### src/rtl/decode_modrm_collect.sv
// Byte-serial collector for ModR/M, optional SIB and 0/1/2/4-byte displacement,
// presented downstream as one registered bundle behind a valid/ready handshake.
module decode_modrm_collect (
    input  logic        i_clk,
    input  logic        i_rst_n,
    input  logic        i_flush,
    input  logic        i_start,
    input  logic        i_addr_size_32,
    input  logic [7:0]  i_byte,
    input  logic        i_byte_valid,
    output logic        o_byte_ready,
    output logic        o_valid,
    input  logic        i_ready,
    output logic [7:0]  o_modrm,
    output logic [7:0]  o_sib,
    output logic        o_sib_present,
    output logic [31:0] o_disp,
    output logic [2:0]  o_disp_size,
    output logic        o_busy
);

    localparam logic [2:0] ST_IDLE  = 3'd0;
    localparam logic [2:0] ST_MODRM = 3'd1;
    localparam logic [2:0] ST_SIB   = 3'd2;
    localparam logic [2:0] ST_DISP  = 3'd3;
    localparam logic [2:0] ST_DONE  = 3'd4;

    // Displacement byte count implied by a ModR/M byte that is not followed by SIB.
    function automatic logic [2:0] modrm_disp_size(input logic addr32, input logic [7:0] modrm);
        logic [2:0] n;
        case (modrm[7:6])
            2'b00: begin
                if (addr32) begin
                    n = (modrm[2:0] == 3'b101) ? 3'd4 : 3'd0;
                end else begin
                    n = (modrm[2:0] == 3'b110) ? 3'd2 : 3'd0;
                end
            end
            2'b01:   n = 3'd1;
            2'b10:   n = addr32 ? 3'd4 : 3'd2;
            default: n = 3'd0;
        endcase
        return n;
    endfunction

    // Displacement byte count once the SIB byte is known (32-bit addressing only).
    function automatic logic [2:0] sib_disp_size(input logic [1:0] mod, input logic [7:0] sib);
        logic [2:0] n;
        case (mod)
            2'b00:   n = (sib[2:0] == 3'b101) ? 3'd4 : 3'd0;
            2'b01:   n = 3'd1;
            2'b10:   n = 3'd4;
            default: n = 3'd0;
        endcase
        return n;
    endfunction

    logic [2:0]  state_r, state_s;
    logic        addr32_r, addr32_s;
    logic [1:0]  mod_r, mod_s;
    logic [2:0]  disp_n_r, disp_n_s;
    logic [1:0]  cnt_r, cnt_s;
    logic [7:0]  modrm_r, modrm_s;
    logic [7:0]  sib_r, sib_s;
    logic        sib_present_r, sib_present_s;
    logic [31:0] disp_r, disp_s;
    logic [2:0]  disp_size_r, disp_size_s;
    logic        valid_r, busy_r, byte_ready_r;
    logic        take_s, start_s;
    logic [2:0]  n_s;
    logic [31:0] disp_ins_s;

    // Next-state and next-bundle computation; flush wins over everything else.
    always_comb begin
        state_s       = state_r;
        addr32_s      = addr32_r;
        mod_s         = mod_r;
        disp_n_s      = disp_n_r;
        cnt_s         = cnt_r;
        modrm_s       = modrm_r;
        sib_s         = sib_r;
        sib_present_s = sib_present_r;
        disp_s        = disp_r;
        disp_size_s   = disp_size_r;
        n_s           = 3'd0;
        disp_ins_s    = disp_r;
        take_s        = byte_ready_r & i_byte_valid;
        start_s       = i_start & ((state_r == ST_IDLE) | ((state_r == ST_DONE) & i_ready));

        case (cnt_r)
            2'd0:    disp_ins_s[7:0]   = i_byte;
            2'd1:    disp_ins_s[15:8]  = i_byte;
            2'd2:    disp_ins_s[23:16] = i_byte;
            default: disp_ins_s[31:24] = i_byte;
        endcase

        if (i_flush) begin
            state_s = ST_IDLE;
        end else if (start_s) begin
            state_s       = ST_MODRM;
            addr32_s      = i_addr_size_32;
            cnt_s         = 2'd0;
            sib_s         = 8'd0;
            sib_present_s = 1'b0;
            disp_s        = 32'd0;
            disp_size_s   = 3'd0;
        end else begin
            case (state_r)
                ST_MODRM: begin
                    if (take_s) begin
                        modrm_s = i_byte;
                        mod_s   = i_byte[7:6];
                        if (addr32_r && (i_byte[7:6] != 2'b11) && (i_byte[2:0] == 3'b100)) begin
                            state_s = ST_SIB;
                        end else begin
                            n_s         = modrm_disp_size(addr32_r, i_byte);
                            disp_n_s    = n_s;
                            disp_size_s = n_s;
                            state_s     = (n_s != 3'd0) ? ST_DISP : ST_DONE;
                        end
                    end else begin
                        state_s = state_r;
                    end
                end
                ST_SIB: begin
                    if (take_s) begin
                        sib_s         = i_byte;
                        sib_present_s = 1'b1;
                        n_s           = sib_disp_size(mod_r, i_byte);
                        disp_n_s      = n_s;
                        disp_size_s   = n_s;
                        state_s       = (n_s != 3'd0) ? ST_DISP : ST_DONE;
                    end else begin
                        state_s = state_r;
                    end
                end
                ST_DISP: begin
                    if (take_s) begin
                        cnt_s = cnt_r + 2'd1;
                        if (({1'b0, cnt_r} + 3'd1) == disp_n_r) begin
                            // Final byte: sign-extend from the top byte actually fetched.
                            case (disp_n_r)
                                3'd1:    disp_s = {{24{disp_ins_s[7]}}, disp_ins_s[7:0]};
                                3'd2:    disp_s = {{16{disp_ins_s[15]}}, disp_ins_s[15:0]};
                                default: disp_s = disp_ins_s;
                            endcase
                            state_s = ST_DONE;
                        end else begin
                            disp_s = disp_ins_s;
                        end
                    end else begin
                        state_s = state_r;
                    end
                end
                ST_DONE: begin
                    if (i_ready) begin
                        state_s = ST_IDLE;
                    end else begin
                        state_s = state_r;
                    end
                end
                ST_IDLE: state_s = ST_IDLE;
                default: state_s = ST_IDLE;
            endcase
        end
    end

    // State and bundle registers; status flags are decoded from the next state.
    always_ff @(posedge i_clk or negedge i_rst_n) begin
        if (!i_rst_n) begin
            state_r       <= ST_IDLE;
            addr32_r      <= 1'b0;
            mod_r         <= 2'd0;
            disp_n_r      <= 3'd0;
            cnt_r         <= 2'd0;
            modrm_r       <= 8'd0;
            sib_r         <= 8'd0;
            sib_present_r <= 1'b0;
            disp_r        <= 32'd0;
            disp_size_r   <= 3'd0;
            valid_r       <= 1'b0;
            busy_r        <= 1'b0;
            byte_ready_r  <= 1'b0;
        end else begin
            state_r       <= state_s;
            addr32_r      <= addr32_s;
            mod_r         <= mod_s;
            disp_n_r      <= disp_n_s;
            cnt_r         <= cnt_s;
            modrm_r       <= modrm_s;
            sib_r         <= sib_s;
            sib_present_r <= sib_present_s;
            disp_r        <= disp_s;
            disp_size_r   <= disp_size_s;
            valid_r       <= (state_s == ST_DONE);
            busy_r        <= (state_s != ST_IDLE);
            byte_ready_r  <= (state_s == ST_MODRM) | (state_s == ST_SIB) | (state_s == ST_DISP);
        end
    end

    // Flush must block consumption in the same cycle, hence the combinational mask.
    assign o_byte_ready  = byte_ready_r & ~i_flush;
    assign o_valid       = valid_r;
    assign o_busy        = busy_r;
    assign o_modrm       = modrm_r;
    assign o_sib         = sib_r;
    assign o_sib_present = sib_present_r;
    assign o_disp        = disp_r;
    assign o_disp_size   = disp_size_r;

endmodule

### config.mk
export PLATFORM = sky130hd
export DESIGN_NAME = decode_modrm_collect
export DESIGN_NICKNAME = d
export VERILOG_FILES = /design/src/rtl/decode_modrm_collect.sv
export SDC_FILE = /design/constraint.sdc
export NUM_CORES = 1
export LEC_CHECK = 0
export ABC_AREA = 1
export CAP_MARGIN = 20
export CORE_ASPECT_RATIO = 0.5
export CORE_MARGIN = 2
export CORE_UTILIZATION = 55
export DETAILED_ROUTE_END_ITERATION = 6
export PLACE_DENSITY = 0.88
export SLEW_MARGIN = 10
export SYNTH_ARGS = -nofsm -noshare
export SYNTH_HDL_FRONTEND = slang
export SYNTH_SLANG_ARGS = --single-unit
### constraint.sdc
create_clock -name i_clk -period 3.23 [get_ports i_clk]
set_input_delay 0.646 -clock i_clk [delete_from_list [all_inputs] [get_ports i_clk]]
set_output_delay 0.646 -clock i_clk [all_outputs]
set_load 0.02 [all_outputs]
## Word level (Yosys, flattened, before mapping)

Index checks and enable logic that the tools add are counted.

| cells by class | value |
|---|---|
| $add $sub $neg | 2 |
| eq/ne operators | 27 |
| mux-type cells | 49 |
| bitwise logic cells | 9 |
| reduce and logical (&&, ||, !) cells | 21 |

Operator list:

| kind | count |
|---|---|
| 32-bit 2-to-1 mux | 4 |
| 3-bit 2-to-1 mux | 26 |
| 32-bit one-hot mux with 2 select lines | 1 |
| 8-bit 2-to-1 mux | 7 |
| 3-bit one-hot mux with 3 select lines | 2 |
| 3-bit by 2-bit == test with 1-bit output, second input constant | 5 |
| 3-bit == test, second input constant | 5 |
| 3-bit one-hot mux with 4 select lines | 1 |
| 3-bit nonzero test | 4 |
| 3-bit by 1-bit == test with 1-bit output, second input constant | 3 |
| 3-bit != test, second input constant | 3 |
| 2-bit 2-to-1 mux | 4 |
| 2-bit != test, second input constant | 4 |
| 2-bit nonzero test | 4 |
| 2-bit by 1-bit == test with 1-bit output, second input constant | 3 |
| 2-bit == test, second input constant | 3 |
| 2-bit logical NOT | 3 |
| 3-bit one-hot mux with 2 select lines | 1 |
| 3-bit AND reduction | 2 |
| 6-bit AND reduction | 1 |
| 5-bit AND reduction | 1 |
| 1-bit AND | 4 |
| 4-bit AND reduction | 1 |
| 2-bit by 1-bit adder with 3-bit output, second input constant | 1 |
| other kinds (9) | 15 |

| word-level totals | value |
|---|---|
| bits in registers | 66 |
| input port bits | 15 |
| output and inout port bits | 55 |
| word-level logic and storage cells | 121 |

## Depth between registers and ports, before layout

| depth | value |
|---|---|
| word-level depth | 19 |
| gate-level depth with buffers | 11 |
| gate-level depth less buffers | 11 |

## Worst setup path before layout

Ideal clock, no wire load.

| path | value |
|---|---|
| path kind | register to register |
| from | register cnt_r[0] |
| to | register disp_r[17] (netlist: o_disp[17]) |
| arrival time | 1606 ps |
| path slack | 1506 ps |
| cell stages (with the launch flop) | 11 |
| buffers on the path | 2 |
| cells stage by stage | dfrtp_1 inv_1 ha_1 buf_4 o21ai_2 nor2_1 a21oi_2 nand3_2 buf_6 nand3_1 nand2_1 |

| between the ends | value |
|---|---|
| cells in the longest elaborated chain, start to end | 7 |
| elaborated cells on any way between the ends | 13 |

RTL lines:

| what | RTL line | text |
|---|---|---|
| start, declared | 62 | `logic [1:0] cnt_r, cnt_s;` |
| start signal, assigned | 189 | `cnt_r <= cnt_s;` |
| 2-bit == test (tied with other cells) | 90 | `case (cnt_r)` |
| 8-bit 2-to-1 mux | 90 |  |
| 32-bit one-hot mux with 2 select lines | 142 | `case (disp_n_r)` |
| 32-bit 2-to-1 mux * | 140 | `if (({1'b0, cnt_r} + 3'd1) == disp_n_r) begin` |
| 32-bit 2-to-1 mux * | 138 | `if (take_s) begin` |
| 32-bit 2-to-1 mux * | 108 | `case (state_r)` |
| 32-bit 2-to-1 mux * | 99 | `end else if (start_s) begin` |
| end signal, assigned | 193 | `disp_r <= disp_s;` |
| end, declared | 66 | `logic [31:0] disp_r, disp_s;` |

Every way passes the cells marked *; elsewhere a longest branch is shown, timed or not. The select of a mux whose other input is x is not followed.
A chain may end at the register's enable or synchronous reset.

## Worst setup path after layout

| path | value |
|---|---|
| from | input port i_flush |
| to | output port o_byte_ready |

| between the ends | value |
|---|---|
| cells in the longest elaborated chain, start to end | 2 |

RTL lines:

| what | RTL line | text |
|---|---|---|
| start, declared | 6 | `input logic i_flush,` |
| 1-bit inverter (no source line) | - |  |
| 1-bit AND | 202 | `assign o_byte_ready = byte_ready_r & ~i_flush;` |
| end, declared | 11 | `output logic o_byte_ready,` |

Every way passes these cells.

==> results by stage <==
Run status:
- The flow ran to the end, and the final reports show no timing, DRC or antenna violations.

Pwr:
- For this design the total switching power over the nets is 613 uW.
- The total power per unit cell area is slightly above 500 nW/um^2.
- Net switching is 27.8% of the power.
- The share of total power dissipated in the clock network is 44.5%.
- The total power draw is between 2000 and 2500 uW.
- The cell-internal power is 1590 uW.
- IR analysis of the VDD net gives a maximum drop of 254 uV.
- Per report_power, the sequential group accounts for 39.9% of the total.
- Per report_power, the combinational group accounts for 15.5% of the total.
- The analysis attributes to cell leakage a power of roughly 0.0021 uW.

Yosys:
- The synthesized netlist net count is 433.
- The number of instances in the synthesized netlist is 414.
- The synthesis-stage register bit count is 64.
- The portion of the post-synthesis area used by sequential elements is between 40% and 50%.
- The synthesized area is around 3300 sq um.
- For this run, the number of Yosys warnings is 0.
- The mean instance size in the synthesized netlist is 7.89 sq um.
- The number of library cell types mapped by synthesis is 33.

Floorplanning:
- The region available for standard cell placement spans 5610 sq um.
- The total die area is 6610 sq um.
- 70 I/O pins were placed.
- In this run the vertical extent of the chip is 58.5 microns.
- In this run the horizontal extent of the chip is 113 microns.
- Once the floorplan was initialized, standard cells occupied 58.2% of the core.
- The row count is 19.

Finish:
- The layout has 375 filler cells.
- At the end of the flow, the number of nets in the layout was 502.
- The fraction of layout instances using a drive strength above 1 is 7.99%.
- The layout overhead on the synthesized area is 31.2%.
- The number of antenna diodes in the final layout is 0.

Setup path:
- The worst setup path startpoint is i_flush.
- In this run the worst path has a maximum fanout of 4.
- On the critical path, the stage with the largest delay is an instance of sky130_fd_sc_hd__clkdlybuf4s50_1.
- The worst register-to-register path begins at cnt_r[1]$_DFFE_PN0P_.
- The setup slack on the worst flop-to-flop path is around 0.96 ns.
- The signal on the critical path passes through clkdlybuf4s50_1 > nor2_1 > clkdlybuf4s50_1.
- The startpoint type of the worst setup path is a primary input.
- The most prevalent standard cell on the critical path is sky130_fd_sc_hd__clkdlybuf4s50_1.
- STA puts the critical path data arrival time at roughly 1.8 ns.
- The class of the most critical setup path is primary input to output pin.
- STA classifies the critical path endpoint as an output pin.
- The data required time of the worst path is ~2.6 ns.
- For this run, the slowest stage of the critical path takes approximately 0.60 ns.
- Broken down by cell family, the worst path's largest delay share belongs to buffers and inverters.
- The buffers plus inverters on the worst setup path is 2.

Place:
- Detailed placement finished with a half-perimeter wire length of 5940 microns.
- The placer congestion estimate is 0.901.
- Buffers placed on the I/O ports in this run total 69.
- The worst setup slack after placement is between 0.5 and 0.6 ns.

Drt:
- The routed layout has 3215 vias.
- In the final routed layout, each cell accounts on average for approximately 16 microns.
- The number of violations reported at the end of detailed-routing iteration 0 is 359.
- Summed over all layers, the routed wires come to 9230 microns.
- The average vias per placed instance is 5.73.
- The detail route stage leaves a number of antenna-violating nets equal to 0.
- The pre-antenna-repair detailed-routing pass consisted of 5 iterations.
- In the routed design, unresolved DRC markers number 0.

Clock network:
- CTS built an H-tree with a depth of 3.
- The number of gates resized after CTS was 0.
- The number of post-CTS setup repair buffers is 0.
- The number of sinks handled by clock tree synthesis is 64.
- The tree is rooted in a sky130_fd_sc_hd__clkbuf_16.
- Counting the buffers created by CTS gives 9.
- The clock passes through at most 2 buffers.
- The clock reaches the later pin of the worst-skew pair after 0.33 ns.
- After clock tree synthesis, the clock-pin slew on the worst setup and hold paths is 0.05 ns.
- The post-cts hold buffer count is 0.
- TritonCTS built the clock tree.

STA:
- The slew at the pin closest to its max-slew limit is 0.962 ns.
- Setup repair after global routing left no endpoint under its margin.
- The final number of max-transition violations was 0.
- After layout, the worst path uses slightly below 80% of the clock period.
- The minimum period implied by the final worst setup slack is 2.49 ns.
- The final setup violation count is 0.
- After routing, the total negative slack on setup checks comes to 0 ns.
- The number of failing hold endpoints at the final stage was 0.
- Headroom to the max-slew limit came out at ~36%.
- Based on the critical path, the design can be clocked at up to 402 MHz.
- Setup slack on the critical path of the routed design comes to 0.741 ns.
- The worst-case clock skew is 0.00586 ns.

Job:
- The reported max-cap violation count is 0.

GRT:
- The number of antenna violations at the first check in global routing is 0.
- The via count of the first global-routing pass is 2990.
- For this run the aggregate overflow at the end of global routing stands at 0.
- Entering global routing, the biggest net connects 27 pins.
- The global-route wire length before repair is 14800 microns.
- The total global routing track utilization is 29.3%.

Hold path:
- The type of the most critical hold path is primary input to async pin.
-- layout by cell type (no fill, tap or decap), types with 6 or more instances in the layout --
cell / n
sky130_fd_sc_hd__o21ai_1: 18
sky130_fd_sc_hd__inv_1: 46
sky130_fd_sc_hd__dfrtp_1: 64
sky130_fd_sc_hd__o22ai_1: 6
sky130_fd_sc_hd__o21ai_0: 42
sky130_fd_sc_hd__nand3_1: 44
sky130_fd_sc_hd__nor2_1: 16
sky130_fd_sc_hd__clkbuf_16: 9
sky130_fd_sc_hd__clkdlybuf4s50_1: 68
sky130_fd_sc_hd__a21oi_1: 14
sky130_fd_sc_hd__nand2_1: 117
-- worst register-to-register path: stages, from the launching register on --
cell and delay (ns):
sky130_fd_sc_hd__dfrtp_1 0.39, sky130_fd_sc_hd__inv_1 0.13, sky130_fd_sc_hd__ha_1 0.56, sky130_fd_sc_hd__o21ai_1 0.22, sky130_fd_sc_hd__a21oi_2 0.27, sky130_fd_sc_hd__nand3_2 0.32
sky130_fd_sc_hd__nand3_1 0.20, sky130_fd_sc_hd__nand2_1 0.07
-- flip-flops by register name, summed over array words and instances (netlist names), 2 cells and up --
register	count
mod_r	2
o_modrm	6
cnt_r	2
disp_n_r	3
o_disp_size	3
state_r	3
o_disp	32
o_sib	8
-- kinds of logic after synthesis --
logic type	share of synthesized area [%]
flip-flops	49.0
AO/OA/AOI/OAI	13.9
adder cells (fa/ha/maj)	1.53
buffers and inverters	8.70
AND/OR/NAND/NOR	26.1
XOR/XNOR	0.805
-- area by class of cell --
| type | count | area [sq um] | area share, % |
|---|---|---|---|
| Tap cell | 73 | 91.3 | 2.13 |
| Sequential cell | 64 | 1600 | 37.4 |
| Inverter | 50 | 190 | 4.44 |
| Clock buffer | 10 | 239 | 5.58 |
| Timing Repair Buffer | 73 | 716 | 16.7 |
| Multi-Input combinational cell | 285 | 1380 | 32.2 |
| Clock inverter | 6 | 67.6 | 1.58 |
-- power by group through the flow --
stage / combinational [uW] / clock (uW) / sequential, uW
after detailed placement: 331 / 0 / 892
final: 342 / 982 / 881
after floorplan: 157 / 0 / 924
after CTS: 338 / 986 / 880
after global placement: 323 / 0 / 892
after global routing: 369 / 1030 / 885
-- per-stage QoR --
stage	cells	utilization (%)	cell area [sq um]	hold WS [ns]
CTS	561	76.4	4290	0.205
global route	561	76.4	4290	0.214
global placement	545	70.9	3980	0.461
floorplan	414	-	3270	0.350
detailed placement	545	70.9	3980	0.472
finish	561	76.4	4290	0.200
-- path summary, 6_finish.rpt --
path,end,cells past startpoint
setup reg to reg,o_disp[16]$_DFFE_PN0P_,7
setup / recovery,o_byte_ready,3
hold reg to reg,o_disp_size[1]$_DFFE_PN0P_,2
max in group asynchronous,state_r[0]$_DFF_PN0_,2
min in group i_clk,o_disp_size[1]$_DFFE_PN0P_,2
hold / removal,o_disp[30]$_DFFE_PN0P_,1
-- synthesized netlist by cell type --
library cell / n / share of area, %
sky130_fd_sc_hd__or2_1: 1 / 0.19
sky130_fd_sc_hd__inv_2: 3 / 0.34
sky130_fd_sc_hd__buf_2: 6 / 0.92
sky130_fd_sc_hd__nand4_1: 3 / 0.57
sky130_fd_sc_hd__nor2_4: 1 / 0.34
sky130_fd_sc_hd__dfrtp_1: 64 / 49
sky130_fd_sc_hd__nand3_2: 2 / 0.61
sky130_fd_sc_hd__buf_4: 2 / 0.46
sky130_fd_sc_hd__o21ai_1: 18 / 2.8
sky130_fd_sc_hd__nand2_2: 1 / 0.19
sky130_fd_sc_hd__o21a_4: 1 / 0.46
sky130_fd_sc_hd__and3_4: 1 / 0.34
sky130_fd_sc_hd__o21ai_0: 42 / 6.4
sky130_fd_sc_hd__o211ai_2: 1 / 0.38
sky130_fd_sc_hd__o21ai_2: 1 / 0.27
sky130_fd_sc_hd__nand3_1: 44 / 6.7
sky130_fd_sc_hd__ha_1: 4 / 1.5
sky130_fd_sc_hd__and2_1: 2 / 0.38
sky130_fd_sc_hd__buf_6: 3 / 1.0
sky130_fd_sc_hd__nor3_2: 1 / 0.31
sky130_fd_sc_hd__xor2_1: 1 / 0.27
sky130_fd_sc_hd__inv_1: 46 / 5.3
sky130_fd_sc_hd__a21oi_2: 1 / 0.27
sky130_fd_sc_hd__nor3_1: 1 / 0.15
sky130_fd_sc_hd__xnor2_1: 2 / 0.54
sky130_fd_sc_hd__o22ai_1: 6 / 1.1
sky130_fd_sc_hd__nand2_4: 1 / 0.34
sky130_fd_sc_hd__inv_4: 1 / 0.19
sky130_fd_sc_hd__clkbuf_1: 4 / 0.46
sky130_fd_sc_hd__nor2_1: 16 / 1.8
sky130_fd_sc_hd__nand2_1: 117 / 13
sky130_fd_sc_hd__nor2_2: 3 / 0.57
sky130_fd_sc_hd__a21oi_1: 14 / 2.1
-- layer usage --
layer,vias to the layer above,global-route usage [%],share of wire (%)
met3,36,9.68,8.6
met4,0,12.7,2.7
met1,1505,37.0,41
met2,194,47.4,47
met5,-,0,0
li1,1480,-,-
(Power assumes the default switching activity.)
